## src/rtl/adder_result_accum_if.sv

```systemverilog
// Handshake bundle between the adder, the block accumulator and the next stage:
// the adder result stream in, and the valid/ready block-sum stream out.
interface adder_result_accum_if #(
  parameter int C_W     = 5,
  parameter int BLK_LEN = 4,
  parameter int ACC_W   = C_W + $clog2(BLK_LEN)
);
  logic             in_valid;
  logic [C_W-1:0]   in_c;
  logic             out_valid;
  logic             out_ready;
  logic [ACC_W-1:0] out_sum;

  // Driver side: the adder plus the downstream consumer.
  modport master (
    output in_valid,
    output in_c,
    output out_ready,
    input  out_valid,
    input  out_sum
  );

  // Accumulator side.
  modport slave (
    input  in_valid,
    input  in_c,
    input  out_ready,
    output out_valid,
    output out_sum
  );
endinterface

```

## src/rtl/adder_result_accum.sv

```systemverilog
// Sums fixed-length blocks of adder results and offers each block sum on a
// single-entry valid/ready slot; completions that find the slot occupied are dropped.
module adder_result_accum #(
  parameter int C_W     = 5,
  parameter int BLK_LEN = 4,
  parameter int BCNT_W  = 8
) (
  input  logic                  clk,
  input  logic                  reset,
  adder_result_accum_if.slave   bus,
  input  logic                  clr,
  output logic                  overrun,
  output logic [BCNT_W-1:0]     blk_cnt,
  output logic                  busy
);

  localparam int ACC_W = C_W + $clog2(BLK_LEN);
  localparam int PC_W  = (BLK_LEN > 1) ? $clog2(BLK_LEN) : 1;
  localparam logic [PC_W-1:0] LAST = PC_W'(BLK_LEN - 1);

  typedef enum logic {
    EMPTY = 1'b0,
    FULL  = 1'b1
  } slot_state_e;

  slot_state_e      state, state_next;
  logic [ACC_W-1:0] acc;
  logic [ACC_W-1:0] blk_sum;
  logic [PC_W-1:0]  part_cnt;
  logic             complete;
  logic             load;
  logic             drop;
  logic [ACC_W-1:0] sum_q;

  // clr takes priority over a coincident valid sample.
  assign complete = bus.in_valid && !clr && (part_cnt == LAST);
  assign blk_sum  = acc + ACC_W'(bus.in_c);

  // NOTE: every register below uses <= so all state updates see pre-edge values;
  // each register gets an explicit reset value so no X ever reaches an output.
  always_ff @(posedge clk or negedge reset) begin
    if (!reset) begin
      acc      <= '0;
      part_cnt <= '0;
      busy     <= 1'b0;
    end else if (clr) begin
      acc      <= '0;
      part_cnt <= '0;
      busy     <= 1'b0;
    end else if (bus.in_valid) begin
      if (complete) begin
        acc      <= '0;
        part_cnt <= '0;
        busy     <= 1'b0;
      end else begin
        acc      <= blk_sum;
        part_cnt <= part_cnt + PC_W'(1);
        busy     <= 1'b1;
      end
    end
  end

  always_ff @(posedge clk or negedge reset) begin
    if (!reset) state <= EMPTY;
    else        state <= state_next;
  end

  // NOTE: defaults first so no path through the case leaves a signal unassigned (no latch).
  always_comb begin
    state_next = state;
    load       = 1'b0;
    drop       = 1'b0;
    case (state)
      EMPTY: begin
        if (complete) begin
          state_next = FULL;
          load       = 1'b1;
        end
      end
      FULL: begin
        if (complete && bus.out_ready) begin
          load = 1'b1;
        end else if (complete) begin
          drop = 1'b1;
        end else if (bus.out_ready) begin
          state_next = EMPTY;
        end
      end
      default: state_next = EMPTY;
    endcase
  end

  always_ff @(posedge clk or negedge reset) begin
    if (!reset) begin
      sum_q   <= '0;
      blk_cnt <= '0;
    end else if (load) begin
      sum_q   <= blk_sum;
      blk_cnt <= blk_cnt + BCNT_W'(1);
    end
  end

  always_ff @(posedge clk or negedge reset) begin
    if (!reset)    overrun <= 1'b0;
    else if (clr)  overrun <= 1'b0;
    else if (drop) overrun <= 1'b1;
  end

  // out_valid comes straight from the state register, never from out_ready.
  assign bus.out_valid = (state == FULL);
  assign bus.out_sum   = sum_q;

endmodule

```

## src/flat_wrapper.sv

```systemverilog
// flat-port wrapper written by rule: the top's interface ports become plain ports
module adder_result_accum_flat 
#(
  parameter int C_W     = 5,
  parameter int BLK_LEN = 4,
  parameter int BCNT_W  = 8
)
  (clk, reset, clr, overrun, blk_cnt, busy, bus_in_valid, bus_in_c, bus_out_ready, bus_out_valid, bus_out_sum);
  adder_result_accum_if #(.C_W(C_W), .BLK_LEN(BLK_LEN)) bus_i ();
  input  logic clk;
  input  logic reset;
  input  logic clr;
  output logic overrun;
  output logic [BCNT_W-1:0] blk_cnt;
  output logic busy;
  input wire logic [$bits(bus_i.in_valid)-1:0] bus_in_valid;
  input wire logic [$bits(bus_i.in_c)-1:0] bus_in_c;
  input wire logic [$bits(bus_i.out_ready)-1:0] bus_out_ready;
  output wire logic [$bits(bus_i.out_valid)-1:0] bus_out_valid;
  output wire logic [$bits(bus_i.out_sum)-1:0] bus_out_sum;
  assign bus_i.in_valid = bus_in_valid;
  assign bus_i.in_c = bus_in_c;
  assign bus_i.out_ready = bus_out_ready;
  assign bus_out_valid = bus_i.out_valid;
  assign bus_out_sum = bus_i.out_sum;
  adder_result_accum #(.C_W(C_W), .BLK_LEN(BLK_LEN), .BCNT_W(BCNT_W)) u_core (.clk(clk), .reset(reset), .bus(bus_i), .clr(clr), .overrun(overrun), .blk_cnt(blk_cnt), .busy(busy));
endmodule
```

## config.mk

```make
export PLATFORM = sky130hd
export DESIGN_NAME = adder_result_accum_flat
export DESIGN_NICKNAME = d
export VERILOG_FILES = /design/src/rtl/adder_result_accum_if.sv /design/src/rtl/adder_result_accum.sv /design/src/flat_wrapper.sv
export SDC_FILE = /design/constraint.sdc
export NUM_CORES = 1
export LEC_CHECK = 0
export ABC_AREA = 1
export BUFFER_PORTS_ARGS = -buffer_cell sky130_fd_sc_hd__buf_4
export CAP_MARGIN = 40
export CORE_ASPECT_RATIO = 1.25
export CORE_UTILIZATION = 48
export DETAILED_ROUTE_END_ITERATION = 7
export HOLD_SLACK_MARGIN = 0.12
export PLACE_DENSITY = 0.74
export SLEW_MARGIN = 20
export SYNTH_ARGS = -nofsm -noshare
export SYNTH_HDL_FRONTEND = slang
export SYNTH_SLANG_ARGS = --single-unit
```

## constraint.sdc

```tcl
create_clock -name clk -period 1.5 [get_ports clk]
set_input_delay 0 -clock clk [delete_from_list [all_inputs] [get_ports clk]]
set_output_delay 0 -clock clk [all_outputs]
set_load 0.05 [all_outputs]
```

==> impl_metrics.json, run 1 <==
{
  "run_status": "finished with violations",
  "violations": "negative setup slack",
  "tightest_slew_ns": 0.3447,
  "ir_drop_uv": 611.3,
  "mostFrequentLayoutCell": "nand2_1",
  "dp_worst_setup_slack_ns": -0.01546,
  "setup_viol": 3,
  "crit_required_ns": 1.77,
  "clockBufferDepth": 2,
  "clock_skew_ns": 0.002276,
  "postSynthAreaPerCell_um2": 8.267,
  "drcViolationCount": 0,
  "hold_viol_final": 0,
  "yosysWarnings": 0,
  "hpwl_um": 2225,
  "grt-ovfl-total": 0,
  "firstDrtPassIters": 4,
  "syn_area_um2": 1389,
  "vias": 1246,
  "clk_latency_ns": 0.33,
  "placed_area_um2": 1662,
  "die_w_um": 50.11,
  "ys_types": 24,
  "grt_max_degree": 28,
  "rsz0062_at_grt": "yes",
  "setup_slack_ns": -0.05249,
  "cts_buffers": 3,
  "design_area_um2": 1817,
  "fin_hold_ws_ns": 0.1581,
  "startpoint_type": "flop",
  "cts.sinks": 27,
  "grt_pass1_vias": 1272,
  "cp.arrival_ns": 1.82,
  "routedWlPerCell_um": 12.92,
  "slew_headroom_pct": 77.02,
  "syn-num-nets": 186,
  "drt_iter0_markers": 17,
  "io_pins": 28,
  "ys_seq_area_share_pct": 48.65,
  "drv_cap": 0,
  "endpoint_kind": "flop",
  "area.growth.synth_to_final_pct": 30.81,
  "coreArea_um2": 2706,
  "initial_utilization_pct": 51.32,
  "portBuffers": 27,
  "globalRouteTotalUtil_pct": 22.26,
  "die_height_um": 62.14,
  "antenna_found_initial": 0,
  "drt_wl_total_um": 3140,
  "hp-class": "input port to flop",
  "path_class": "flop to flop",
  "clk_pin_slew_worst_paths_ns": 0.14,
  "grt_pass1_wl_um": 5354,
  "die-area_um2": 3114,
  "drive_above_1_share_pct": 26.32,
  "h-tree-depth": 1,
  "p_per_area_nw_per_um2": 1082,
  "final_cell_mix": "59 x nand2_1, 32 x buf_4, 27 x dfrtp_1",
  "fin_crit_sh_pct": 103.5,
  "netlist_instances": 168,
  "ant_nets": 0,
  "synth-seq-cells": 27,
  "via_per_inst": 5.128,
  "rows": 21,
  "maxSlewViolCount": 0,
  "tritoncts": "built",
  "root_buffer": "clkbuf_4",
  "period_needed_ns": 1.552,
  "gp_congestion": 0.8159,
  "finalNetCount": 228,
  "antenna_cells": 0,
  "cp_max_fo": 2,
  "leakagePower_uw": 0.0009839,
  "max_freq_mhz": 644.1
}
## layer usage
layer	global-route usage, %	vias up	part of all wire, %
li1	-	616	-
met1	26.57	592	42
met2	38.33	31	53
met3	2.206	7	2.9
met4	11.79	0	2.5
met5	0	-	0
## power by group
part           internal [µW]  switching [µW]  total, µW  leakage [µW]
registers                822            86.3        908      0.000357
logic                    244             494        738      0.000612
clock network            104             216        321     0.0000150
## flip-flops by register name, indices dropped and copies added, names as in the netlist
| signal | count |
|---|---|
| u_core.bus.out_valid | 1 |
| u_core.part_cnt | 2 |
| u_core.bus.out_sum | 7 |
| u_core.busy | 1 |
| u_core.overrun | 1 |
| u_core.blk_cnt | 8 |
| u_core.acc | 7 |
## critical path, cell delays in order (launching register included)
cell	delay, ns
dfrtp_1	0.44
ha_4	0.18
fa_2	0.34
buf_4	0.15
xor2_1	0.15
inv_1	0.10
o21ai_1	0.13
## Yosys cell counts
library cell / number / area share (%)
a21o_1: 1 / 0.54
a21oi_1: 1 / 0.36
buf_2: 1 / 0.36
dfrtp_1: 27 / 49
fa_1: 1 / 1.4
ha_1: 7 / 6.3
inv_1: 17 / 4.6
inv_2: 3 / 0.81
inv_4: 1 / 0.45
nand2_1: 62 / 17
nand2_2: 1 / 0.45
nand2_4: 1 / 0.81
nand3_1: 16 / 5.8
nand3b_1: 1 / 0.54
nand4_1: 3 / 1.4
nor2_1: 4 / 1.1
nor2_2: 2 / 0.90
nor2_4: 1 / 0.81
nor3_1: 1 / 0.36
o21ai_0: 5 / 1.8
o21ai_1: 5 / 1.8
or2_1: 2 / 0.90
xnor2_1: 2 / 1.3
xor2_1: 3 / 1.9
## path summary, 6_finish.rpt
check | slack [ns] | from | cells after the start | endpoint
worst max register to register | -0.05 | u_core.acc[0] | 6 | u_core.acc[2]
worst min-delay path | 0.16 | bus_in_c[1] | 4 | u_core.bus.out_sum[1]
worst min register to register | 0.50 | u_core.busy | 2 | u_core.busy
max in group asynchronous | 0.61 | reset | 3 | u_core.acc[0]
worst max-delay path | -0.05 | u_core.acc[0] | 6 | u_core.acc[2]
min in group asynchronous | 0.64 | reset | 3 | u_core.blk_cnt[6]
## logic make-up after synthesis
group / Yosys count / synth area share, %
XOR/XNOR: 5 / 3.154
AND/OR/NAND/NOR: 94 / 29.73
AO/OA/AOI/OAI: 12 / 4.504
buffers and inverters: 22 / 6.216
adder cells (fa/ha/maj): 8 / 7.748
flip-flops: 27 / 48.65
## repair_timing
action / CTS / global route
hold endpoints to repair: 39 / 0
pin swaps: 0 / 5
hold buffers: 6 / 0
setup endpoints to repair: 5 / 9
setup buffers: 1 / 0
gates resized for setup: 2 / 10
## area by class of cell
type / instances / area [µm²]
fillers: 215 / 889.6
multi-input cells: 119 / 690.7
flip-flops and latches: 27 / 675.6
repair buffers: 38 / 300.3
inverters: 21 / 81.33
well taps: 34 / 42.54
clock buffers: 4 / 26.28
## stage by stage
stage | utilization (%) | TNS, ns | cells | power (µW)
after global placement | 61.40 | 0 | 232 | 1582
after detailed placement | 61.40 | -0.02919 | 232 | 1609
after CTS | 65.09 | 0 | 243 | 1940
final | 67.13 | -0.1078 | 243 | 1966
after global routing | 67.13 | -0.5680 | 243 | 2072
after floorplan | - | 0 | 168 | 1374
No activity file was read; power rests on OpenSTA's default activity.
==> run 2, diff against run 1 <==
Settings changed: ABC_AREA 1 to unset.
==> run 2 against run 1 <==
Effect of this change:
- sequential share of layout area shrank 2.6 points
- via count down 4.6%
- clock power hardly changed
- maximum frequency decreased by 14%
- non-clock buffer count up 18
- synthesized cell count is 23% lower
- critical endpoint is now u_core.acc[6]
- first-iteration DRC count decreased by 5.9%
- sequential power decreased by 6.9%
- area after synthesis decreased by 1.3%
- the run still ends with negative setup slack left
==> impl_metrics.json, run 2 <==
{
  "critPathMaxStageDelay_ns": 0.42,
  "synth-seq-cells": 27,
  "postSynth.asyncResetShare_pct": 100.0,
  "h-tree-depth": 1,
  "fillers": 209,
  "fin_tns_setup_ns": -1.859,
  "hold_viol_final": 0,
  "p_per_area_nw_per_um2": 924.8,
  "design_area_um2": 1952,
  "die-area_um2": 3076,
  "clk_latency_ns": 0.32,
  "antenna_found_initial": 0,
  "vias": 1189,
  "rows": 21,
  "hp-class": "input port to flop",
  "cp_cell_sequence": "ha_2, fa_2, a21o_1, a22o_4, nor4b_4, a211o_2",
  "die_height_um": 61.76,
  "coreArea_um2": 2706,
  "dp.cells": 204,
  "cts.sinks": 27,
  "crit_required_ns": 1.78,
  "portBuffers": 27,
  "grt-ovfl-total": 0,
  "hpwl_um": 2075,
  "slew_headroom_pct": 77.05,
  "final_cell_mix": "48 x buf_4, 27 x dfrtp_1, 21 x nand2_1",
  "yosysWarnings": 0,
  "gp_congestion": 0.7581,
  "run_status": "finished with violations",
  "dr_wl_met2_um": 1580,
  "die_w_um": 49.81,
  "max_freq_mhz": 554.1,
  "r2r_setup_slack_ns": -0.30,
  "leakagePower_uw": 0.0009749,
  "rsz0062_at_grt": "yes",
  "mostFrequentLayoutCell": "buf_4",
  "startpoint_type": "flop",
  "netlist_top_cells_count": "27 x dfrtp_1, 21 x nand2_1, 9 x xnor2_1",
  "syn-num-nets": 147,
  "routedWlPerCell_um": 14.32,
  "wl_met3_um": 134,
  "drt_iter0_markers": 16,
  "power_frac_seq_pct": 46.8,
  "path_class": "flop to flop",
  "drv_cap": 0,
  "top_layer_used": "met4",
  "instances_no_fill": 219,
  "p_comb_share_pct": 35.5,
  "firstDrtPassIters": 4,
  "initial_utilization_pct": 50.67,
  "power_switching_uw": 622.8,
  "globalRouteTotalUtil_pct": 21.13,
  "ys_top_cells_by_area": "dfrtp_1 49%, ha_1 6.4%, nand2_1 5.7%",
  "violations": "negative setup slack",
  "regMostFlops": "u_core.blk_cnt",
  "netlist_instances": 129,
  "fin_crit_sh_pct": 120.3,
  "synth_top_area_share_pct": 49.27,
  "p_int_uw": 1182,
  "drcViolationCount": 0,
  "area.growth.synth_to_final_pct": 42.34,
  "largest_register_ffs": 8,
  "cp.arrival_ns": 2.08,
  "setup_viol": 10,
  "drt_wl_total_um": 3136,
  "drive_above_1_share_pct": 37.84,
  "synth_flop_cell": "dfrtp_1",
  "ir_drop_uv": 623.8,
  "endpoint_kind": "flop",
  "synth_edf_count": 0,
  "placed_area_um2": 1745,
  "clock_skew_ns": 0.003065,
  "cp_slowest_cell": "dfrtp_1",
  "grt_pass1_wl_um": 4885,
  "cts_buffers": 3,
  "postSynthAreaPerCell_um2": 10.63,
  "tightest_slew_ns": 0.3435,
  "root_buffer": "clkbuf_4",
  "syn_area_um2": 1371,
  "ys_types": 35,
  "maxSlewViolCount": 0,
  "via_per_inst": 5.429,
  "clk_pin_slew_worst_paths_ns": 0.15,
  "clockBufferDepth": 2,
  "grt_pass1_vias": 1152,
  "synth_top_cell_by_area": "dfrtp_1",
  "yosysMostFrequentCell": "dfrtp_1",
  "fin_hold_ws_ns": 0.1391,
  "ant_nets": 0,
  "tritoncts": "built",
  "antenna_cells": 0,
  "wl_met1_um": 1337,
  "io_pins": 28,
  "grt_max_degree": 28,
  "finalNetCount": 204,
  "pwr-share-clk_pct": 17.7,
  "ys_seq_area_share_pct": 49.27,
  "setup_slack_ns": -0.3047,
  "period_needed_ns": 1.805,
  "switching_share_pct": 34.50,
  "cp_max_fo": 3
}
==> run 2: cell count changes after synthesis, moves of 3 or more <==
| cell | previous run | this run |
|---|---|---|
| nand2_1 | 62 | 21 |
| inv_1 | 17 | 1 |
| nand3_1 | 16 | 1 |
| xnor2_1 | 2 | 9 |
| a21oi_1 | 1 | 7 |
| nor2_1 | 4 | 8 |
| o21ai_1 | 5 | 1 |
| a31oi_1 | 0 | 3 |
| inv_2 | 3 | 0 |
| nand2b_1 | 0 | 3 |
| nor3b_1 | 0 | 3 |
==> run 2: worst max-delay path: cells and delay by family, from the launching register on <==
family,cells,cell delay [ns]
simple gates,1,0.21
flops,1,0.42
compound gates,3,0.59
fa+ha+maj,2,0.55
==> run 2: per-layer routing <==
layer	track usage (%)	vias to the layer above
li1	-	575
met1	25.20	570
met2	39.96	35
met3	2.190	9
met4	7.755	0
met5	0	-
==> run 2: what timing repair did <==
item	4_1_cts	5_1_grt
setup buffers	3	3
hold buffers	6	0
resized for setup	8	6
setup endpoints to repair	10	13
hold endpoints to repair	37	0
pin swaps	8	5
==> run 2: cell families after synthesis <==
group	count (synthesis)	synth area share, %
buffers and inverters	5	1.916
XOR/XNOR	11	7.026
adder cells (fa/ha/maj)	8	7.846
AO/OA/AOI/OAI	23	11.22
multiplexers	1	0.7300
flip-flops	27	49.27
AND/OR/NAND/NOR	54	21.99
==> run 2: through the flow <==
| stage | setup slack, ns | total power, µW | utilization [%] |
|---|---|---|---|
| after detailed placement | -0.2488 | 1406 | 64.49 |
| after global routing | -0.3297 | 1906 | 72.12 |
| final | -0.3047 | 1805 | 72.12 |
| after floorplan | -0.1913 | 1179 | - |
| after global placement | -0.2009 | 1388 | 64.49 |
| after CTS | -0.2643 | 1783 | 70.23 |
==> run 2: final cells by class <==
class                           instances  area (µm²)  share of cell area, %
Inverter                                1       3.754                 0.1923
Multi-Input combinational cell         97       760.7                  38.97
Tap cell                               34       42.54                  2.179
Clock buffer                            4       26.28                  1.346
Sequential cell                        27       675.6                  34.62
Timing Repair Buffer                   56       442.9                  22.69
==> run 2: path summary, 6_finish.rpt <==
kind / startpoint / end / depth (start not counted)
setup / recovery: u_core.acc[0] / u_core.acc[6] / 6
hold / removal: bus_in_c[1] / u_core.bus.out_sum[1] / 4
setup reg to reg: u_core.acc[0] / u_core.acc[6] / 6
hold reg to reg: u_core.blk_cnt[7] / u_core.blk_cnt[7] / 1
max in group asynchronous: reset / u_core.busy / 3
min in group asynchronous: reset / u_core.bus.out_sum[3] / 3
==> run 2: power by group through the flow <==
| stage | Clock [µW] | Sequential [µW] | Combinational (µW) |
|---|---|---|---|
| after global placement | 0 | 851 | 537 |
| after floorplan | 0 | 995 | 185 |
| after CTS | 331 | 845 | 607 |
| after detailed placement | 0 | 856 | 550 |
| after global routing | 361 | 855 | 689 |
| final | 319 | 845 | 641 |
